[config.mk]
export PLATFORM = sky130hd
export DESIGN_NAME = led_chase_sequencer
export DESIGN_NICKNAME = d
export VERILOG_FILES = /design/src/rtl/led_chase_sequencer.sv
export SDC_FILE = /design/constraint.sdc
export NUM_CORES = 1
export LEC_CHECK = 0
export ABC_CLOCK_PERIOD_IN_PS = 4600
export CORE_MARGIN = 2
export CORE_UTILIZATION = 40
export CTS_CLUSTER_SIZE = 24
export DETAILED_ROUTE_END_ITERATION = 10
export PLACE_DENSITY = 0.6
export SLEW_MARGIN = 10
export SYNTH_ARGS = -nofsm -noshare
export SYNTH_HDL_FRONTEND = slang
export SYNTH_SLANG_ARGS = --single-unit
[constraint.sdc]
create_clock -name clk -period 4.6 [get_ports clk]
set_clock_uncertainty 0.1 [all_clocks]
set_input_delay 0.92 -clock clk [delete_from_list [all_inputs] [get_ports clk]]
set_output_delay 0.92 -clock clk [all_outputs]
set_load 0.02 [all_outputs]
[src/rtl/led_chase_sequencer.sv]
// Steps the 3-to-8 decoder channel select at a programmable rate in chase/ping-pong/sweep patterns.
// Optional build macro LED_SEQ_DWELL_EN adds a per-step dwell multiplier input.
module led_chase_sequencer #(
    parameter int STEP_CNT = 2000000,
    parameter int PRE_W    = 26
) (
    input  logic       clk,
    input  logic       rst,
    input  logic       start,
    input  logic       stop,
    input  logic       pause,
    input  logic [1:0] mode,
`ifdef LED_SEQ_DWELL_EN
    input  logic [3:0] dwell,
`endif
    output logic [2:0] sel,
    output logic [2:0] dec_en,
    output logic       busy,
    output logic       step,
    output logic       done
);

    typedef enum logic [1:0] {
        IDLE  = 2'b00,
        RUN   = 2'b01,
        PAUSE = 2'b10
    } state_t;

    localparam logic [1:0] MODE_UP    = 2'b00;
    localparam logic [1:0] MODE_DOWN  = 2'b01;
    localparam logic [1:0] MODE_PING  = 2'b10;
    localparam logic [1:0] MODE_SWEEP = 2'b11;

    localparam logic [PRE_W-1:0] TERM = PRE_W'(STEP_CNT - 1);

    state_t           state_q, state_d;
    logic [PRE_W-1:0] pre_q, pre_d;
    logic [1:0]       mode_q, mode_d;
    logic             dir_q, dir_d;
    logic [2:0]       sel_d, dec_en_d;
    logic             busy_d, step_d, done_d;
    logic [3:0]       adv;

`ifdef LED_SEQ_DWELL_EN
    logic [PRE_W-1:0] term_q, term_d;

    function automatic logic [PRE_W-1:0] term_for(input logic [3:0] d);
        term_for = PRE_W'(STEP_CNT * (int'(d) + 1) - 1);
    endfunction
`else
    logic [PRE_W-1:0] term_q;
    assign term_q = TERM;
`endif

    // Returns {dir, sel} for the channel after s; dir=1 means counting down.
    function automatic logic [3:0] advance(input logic [1:0] m, input logic [2:0] s,
                                           input logic d);
        advance = {d, s + 3'd1};
        case (m)
            MODE_DOWN: advance = {d, s - 3'd1};
            MODE_PING: begin
                if (!d)
                    advance = (s == 3'd7) ? {1'b1, 3'd6} : {1'b0, s + 3'd1};
                else
                    advance = (s == 3'd0) ? {1'b0, 3'd1} : {1'b1, s - 3'd1};
            end
            default: advance = {d, s + 3'd1};
        endcase
    endfunction

    assign adv = advance(mode_q, sel, dir_q);

    always_comb begin
        state_d  = state_q;
        pre_d    = pre_q;
        mode_d   = mode_q;
        dir_d    = dir_q;
        sel_d    = sel;
        dec_en_d = dec_en;
        busy_d   = busy;
        step_d   = 1'b0;
        done_d   = 1'b0;
`ifdef LED_SEQ_DWELL_EN
        term_d   = term_q;
`endif
        case (state_q)
            IDLE: begin
                if (start && !stop) begin
                    state_d  = RUN;
                    mode_d   = mode;
                    sel_d    = (mode == MODE_DOWN) ? 3'd7 : 3'd0;
                    dir_d    = (mode == MODE_DOWN);
                    pre_d    = '0;
                    dec_en_d = 3'b111;
                    busy_d   = 1'b1;
`ifdef LED_SEQ_DWELL_EN
                    term_d   = term_for(dwell);
`endif
                end
            end
            RUN, PAUSE: begin
                // Priority: stop, then pause, then terminal count.
                if (stop) begin
                    state_d  = IDLE;
                    sel_d    = 3'd0;
                    dec_en_d = 3'b000;
                    busy_d   = 1'b0;
                    pre_d    = '0;
                end else if (pause) begin
                    state_d = PAUSE;
                end else begin
                    state_d = RUN;
                    if (pre_q == term_q) begin
                        pre_d = '0;
                        if (mode_q == MODE_SWEEP && sel == 3'd7) begin
                            state_d  = IDLE;
                            sel_d    = 3'd0;
                            dec_en_d = 3'b000;
                            busy_d   = 1'b0;
                            done_d   = 1'b1;
                        end else begin
                            {dir_d, sel_d} = adv;
                            step_d         = 1'b1;
`ifdef LED_SEQ_DWELL_EN
                            term_d         = term_for(dwell);
`endif
                        end
                    end else begin
                        pre_d = pre_q + PRE_W'(1);
                    end
                end
            end
            default: begin
                state_d  = IDLE;
                sel_d    = 3'd0;
                dec_en_d = 3'b000;
                busy_d   = 1'b0;
                pre_d    = '0;
            end
        endcase
    end

    always_ff @(posedge clk or negedge rst) begin
        if (!rst) begin
            state_q <= IDLE;
            pre_q   <= '0;
            mode_q  <= MODE_UP;
            dir_q   <= 1'b0;
            sel     <= 3'd0;
            dec_en  <= 3'b000;
            busy    <= 1'b0;
            step    <= 1'b0;
            done    <= 1'b0;
`ifdef LED_SEQ_DWELL_EN
            term_q  <= TERM;
`endif
        end else begin
            state_q <= state_d;
            pre_q   <= pre_d;
            mode_q  <= mode_d;
            dir_q   <= dir_d;
            sel     <= sel_d;
            dec_en  <= dec_en_d;
            busy    <= busy_d;
            step    <= step_d;
            done    <= done_d;
`ifdef LED_SEQ_DWELL_EN
            term_q  <= term_d;
`endif
        end
    end

endmodule

=== Word-level counts from Yosys, hierarchy flattened ===
Index checks and enable logic that the tools add are counted.

* Output and inout port bits: 9
* Word-level logic and storage cells: 92
* Flip-flop bits (word level): 40

* Reductions and logical operators: 12
* Add/subtract/negate cells: 3
* Eq/ne operators: 18
* Multiplexer cells: 50

{| class="wikitable"
|+ Operator list
! cell !! number
|-
| $mux 26 || 4
|-
| $pmux 26 s2 || 1
|-
| $mux 3 || 11
|-
| $add 26x1->26 const B || 1
|-
| $eq 26x21->1 const B || 1
|-
| $mux 1 || 22
|-
| $mux 4 || 3
|-
| $ne 2x2->1 const B || 6
|-
| $pmux 3 s2 || 2
|-
| $ne 3x3->1 const B || 3
|-
| $pmux 4 s2 || 1
|-
| $reduce_and 8->1 || 1
|-
| $eq 2x1->1 const B || 3
|-
| $eq 2x2->1 const B || 3
|-
| $mux 2 || 3
|-
| $pmux 1 s2 || 2
|-
| $pmux 2 s2 || 1
|-
| $reduce_and 2->1 || 2
|-
| $reduce_and 4->1 || 1
|-
| $add 3x1->3 const B || 1
|-
| $eq 3x3->1 const B || 1
|-
| $logic_not 3->1 || 1
|-
| $reduce_and 3->1 || 1
|-
| $sub 3x1->3 const B || 1
|-
| other kinds (6) || 7
|}

=== Logic depth before layout (Yosys ltp) ===
* Depth after elaboration: 9
* Mapped depth: 8
* Depth with buffers taken out: 8

=== Worst setup path before layout ===
OpenSTA, ideal clock, no wires.

* Path type: input to register
* From: input port stop
* To: register pre_q[16]
* Setup slack: 2.127 ns
* Buffers on the path: 1
* Stages: 6
* Data arrival time: 2.296 ns
* Path through: and3b_1 > clkbuf_1 > a2111oi_4 > nand3_1 > or3_1 > a21oi_1

* Cells in the longest elaborated chain, start to end: 4

{| class="wikitable"
|+ Ends and longest elaborated chain
! what !! RTL line !! text
|-
| start: declaration || 10 || <nowiki>input logic stop,</nowiki>
|-
| $logic_not 1->1 || 88 || <nowiki>if (start && !stop) begin</nowiki>
|-
| $logic_and 1x1->1 || 88 ||
|-
| $ne 2x2->1 (no source line) || n/a ||
|-
| $reduce_and 2->1 (no source line) || n/a ||
|-
| end signal: assignment || 159 || <nowiki>pre_q <= pre_d;</nowiki>
|-
| end: declaration || 37 || <nowiki>logic [PRE_W-1:0] pre_q, pre_d;</nowiki>
|}

Parallel ways exist; a longest one is shown, timed or not.
A chain may end at the register's enable or synchronous reset.

=== Worst setup path in the final report ===
Ends and elaborated chain as after synthesis.

==> impl_results.md <==
- Status: completed
- Max Clock Freq: 347.3 MHz
- Crit start category: primary input
- Pins Over Slew Limit: 0
- Top post-synthesis cells by area: dfrtp_1 (40%), xor2_1 (6.8%), ha_1 (6.4%), nor2_1 (4.7%), nand2_1 (3.2%)
- Vias in the first global route: 1736
- Final setup vio count: 0
- Core Region: 5574 um2
- Area of the die: 6461 um2
- Placed cells: 325
- First-pass GRT wire length: 8369 um
- CTS buffer count: 5
- Initial antenna violation count: 0
- Cell taking the most area after synthesis: dfrtp_1
- Critical path capture point type: flip-flop
- Most common cell after layout, fill and taps aside: dfrtp_1
- Hpwl dp: 3428 um
- CP Max Fanout: 9
- Worst slew pin tran: 824.6 ps
- First drt pass iteration count: 4
- Max clock buf depth: 2
- Synth warn: 0
- Post-cts resize count: 0
- DRC: 0
- Clk sinks: 37
- Slew headroom: 45.03%
- Overall power: 1.247 mW
- Gr busiest metal: met2
- Crit path DAT: 2990 ps
- Post-Syn Nets: 264
- Met1 Resource Use GR: 22.70%
- Non-filler cells, final: 332
- Final hold violations: 0
- WL/cell: 14.46 um
- Async set-reset flop share out of synthesis: 100.0%
- Setup CP Type: in2reg
- Seq/Total Area, Yosys: 39.68%
- Post-Syn Area: 2333 um2
- R2r startpoint: pre_q[14]$_DFFE_PN0P_
- Nets: 279
- EDFF count, synth: 0
- Tcrit/Tclk final: 62.59%
- DRT Wirelength: 4802 um
- Post-route setup TNS: 0 ps
- Met2 GRT Util: 26.33%
- Fin crit period: 2879 ps
- Layout cell share with drive strength beyond 1: 7.308%
- Violation count after the first detailed-route iteration: 115
- CP startpoint: stop
- Synth top area share: 39.68%
- Cells after Synth: 245
- RePlAce Congestion: 0.8345
- P_leak: 1.126 nW
- Reg clk slew, reported paths: 70 ps
- Later-pin clock latency in the skew report: 290 ps
- Initial cell density of the core: 41.86%
- Io pins: 16
- Die width: 80.38 um
- Setup bufs post-CTS: 0
- Area Overhead vs Synth: 11.85%
- CTS tree: yes
- PD cells: 478.0 nW/um2
- Unrepaired setup endpoints after global routing: false
- Cell depth of the worst flop-to-flop path: 5
- GRT Util Overall: 16.63%
- Root Buffer: clkbuf_8
- Vias/cell: 5.377
- Ant. Diodes: 0
- Post-DRT Antenna Nets: 0
- Largest net degree at the start of global routing: 38
- # rows: 27
- Worst Path Required: 4710 ps
- PortBufs: 15
- Detailed-route via count: 1785
- Post-CTS Hold Fix Bufs: 0
- FF+latch count, synth: 37
- Max Cap Viol: 0
- Most frequent cells in the layout: dfrtp_1 (37), nor2_1 (29), nand2_1 (20)
- GR Overflow Total: 0
- Mean post-synth cell area: 9.524 um2
- Die H: 80.38 um
- Primary FF master, synth: dfrtp_1
- Peak VDD IR: 0.2573 mV
- Met3 Use GR: 3.820%
- Hold path cells: 1
- Yosys cell types: 51
- HP Class: reg2reg
- HP Start: pre_q[6]$_DFFE_PN0P_
- Max H-tree Level: 2
[metrics by stage]
stage          hold WS (ps)  setup WS, ps  utilization (%)  area (um2)
6_report              411.5          1721            46.82        2610
5_1_grt               431.4          1519            46.82        2610
4_1_cts               415.7          1717            46.82        2610
3_5_place_dp          398.3          1426            45.28        2524
3_3_place_gp          415.3          1469            45.28        2524
2_1_floorplan         366.4          2127                -        2333
[cell usage after synthesis (3+ instances only)]
master and n:
dfrtp_1 37, nor2_1 29, nand2_1 20, xor2_1 18, nand3_1 15, ha_1 12
inv_1 12, nand4_1 10, a21oi_1 8, o21ai_0 8, and3_1 6, nand2b_1 6
buf_4 4, nor2b_1 4, a31oi_1 3, nor3_1 3, nor4_1 3, o31ai_1 3
xnor2_1 3
[power breakdown]
group          internal, mW  switching [mW]
Clock                 0.119           0.107
Combinational         0.253           0.354
Sequential            0.368          0.0466
[cell type report]
cell class              count  area, um2
flip-flops and latches     37      925.9
repair buffers             16      152.6
multi-input cells         188       1310
inverters                  12      45.04
well taps                  72      90.09
fillers                   540       2964
clock buffers               7      86.33
[critical path, stage by stage]
cell	delay [ps]
clkdlybuf4s50_1	460
nand2b_1	290
a2111oi_4	680
nand3_1	160
or3_1	330
a21oi_1	140
[sequential cells by signal (all words and copies together), names as in the netlist]
name / cells
step: 1
pre_q: 26
done: 1
sel: 3
dec_en: 1
state_q: 2
dir_q: 1
mode_q: 2
[metal layers]
layer	wire length, um	vias up
met4	50	0
met1	2409	845
li1	-	902
met2	2191	33
met5	0	-
met3	151	5
[logic make-up after synthesis]
group	after synthesis	synth area share, %
AO/OA/AOI/OAI	37	12.60
XOR/XNOR	21	7.882
adder cells (fa/ha/maj)	12	6.434
buffers and inverters	20	4.182
flip-flops	37	39.68
multiplexers	6	3.110
AND/OR/NAND/NOR	112	26.11
[worst paths after layout]
path                                         end  slack (ps)
min in group asynchronous  pre_q[11]$_DFFE_PN0P_         630
max in group asynchronous     sel[1]$_DFFE_PN0P_        3240
setup reg to reg              sel[2]$_DFFE_PN0P_        1940
hold reg to reg             pre_q[6]$_DFFE_PN0P_         410
setup / recovery           pre_q[16]$_DFFE_PN0P_        1720
hold / removal              pre_q[6]$_DFFE_PN0P_         410
No activity file was read; power rests on OpenSTA's default activity.
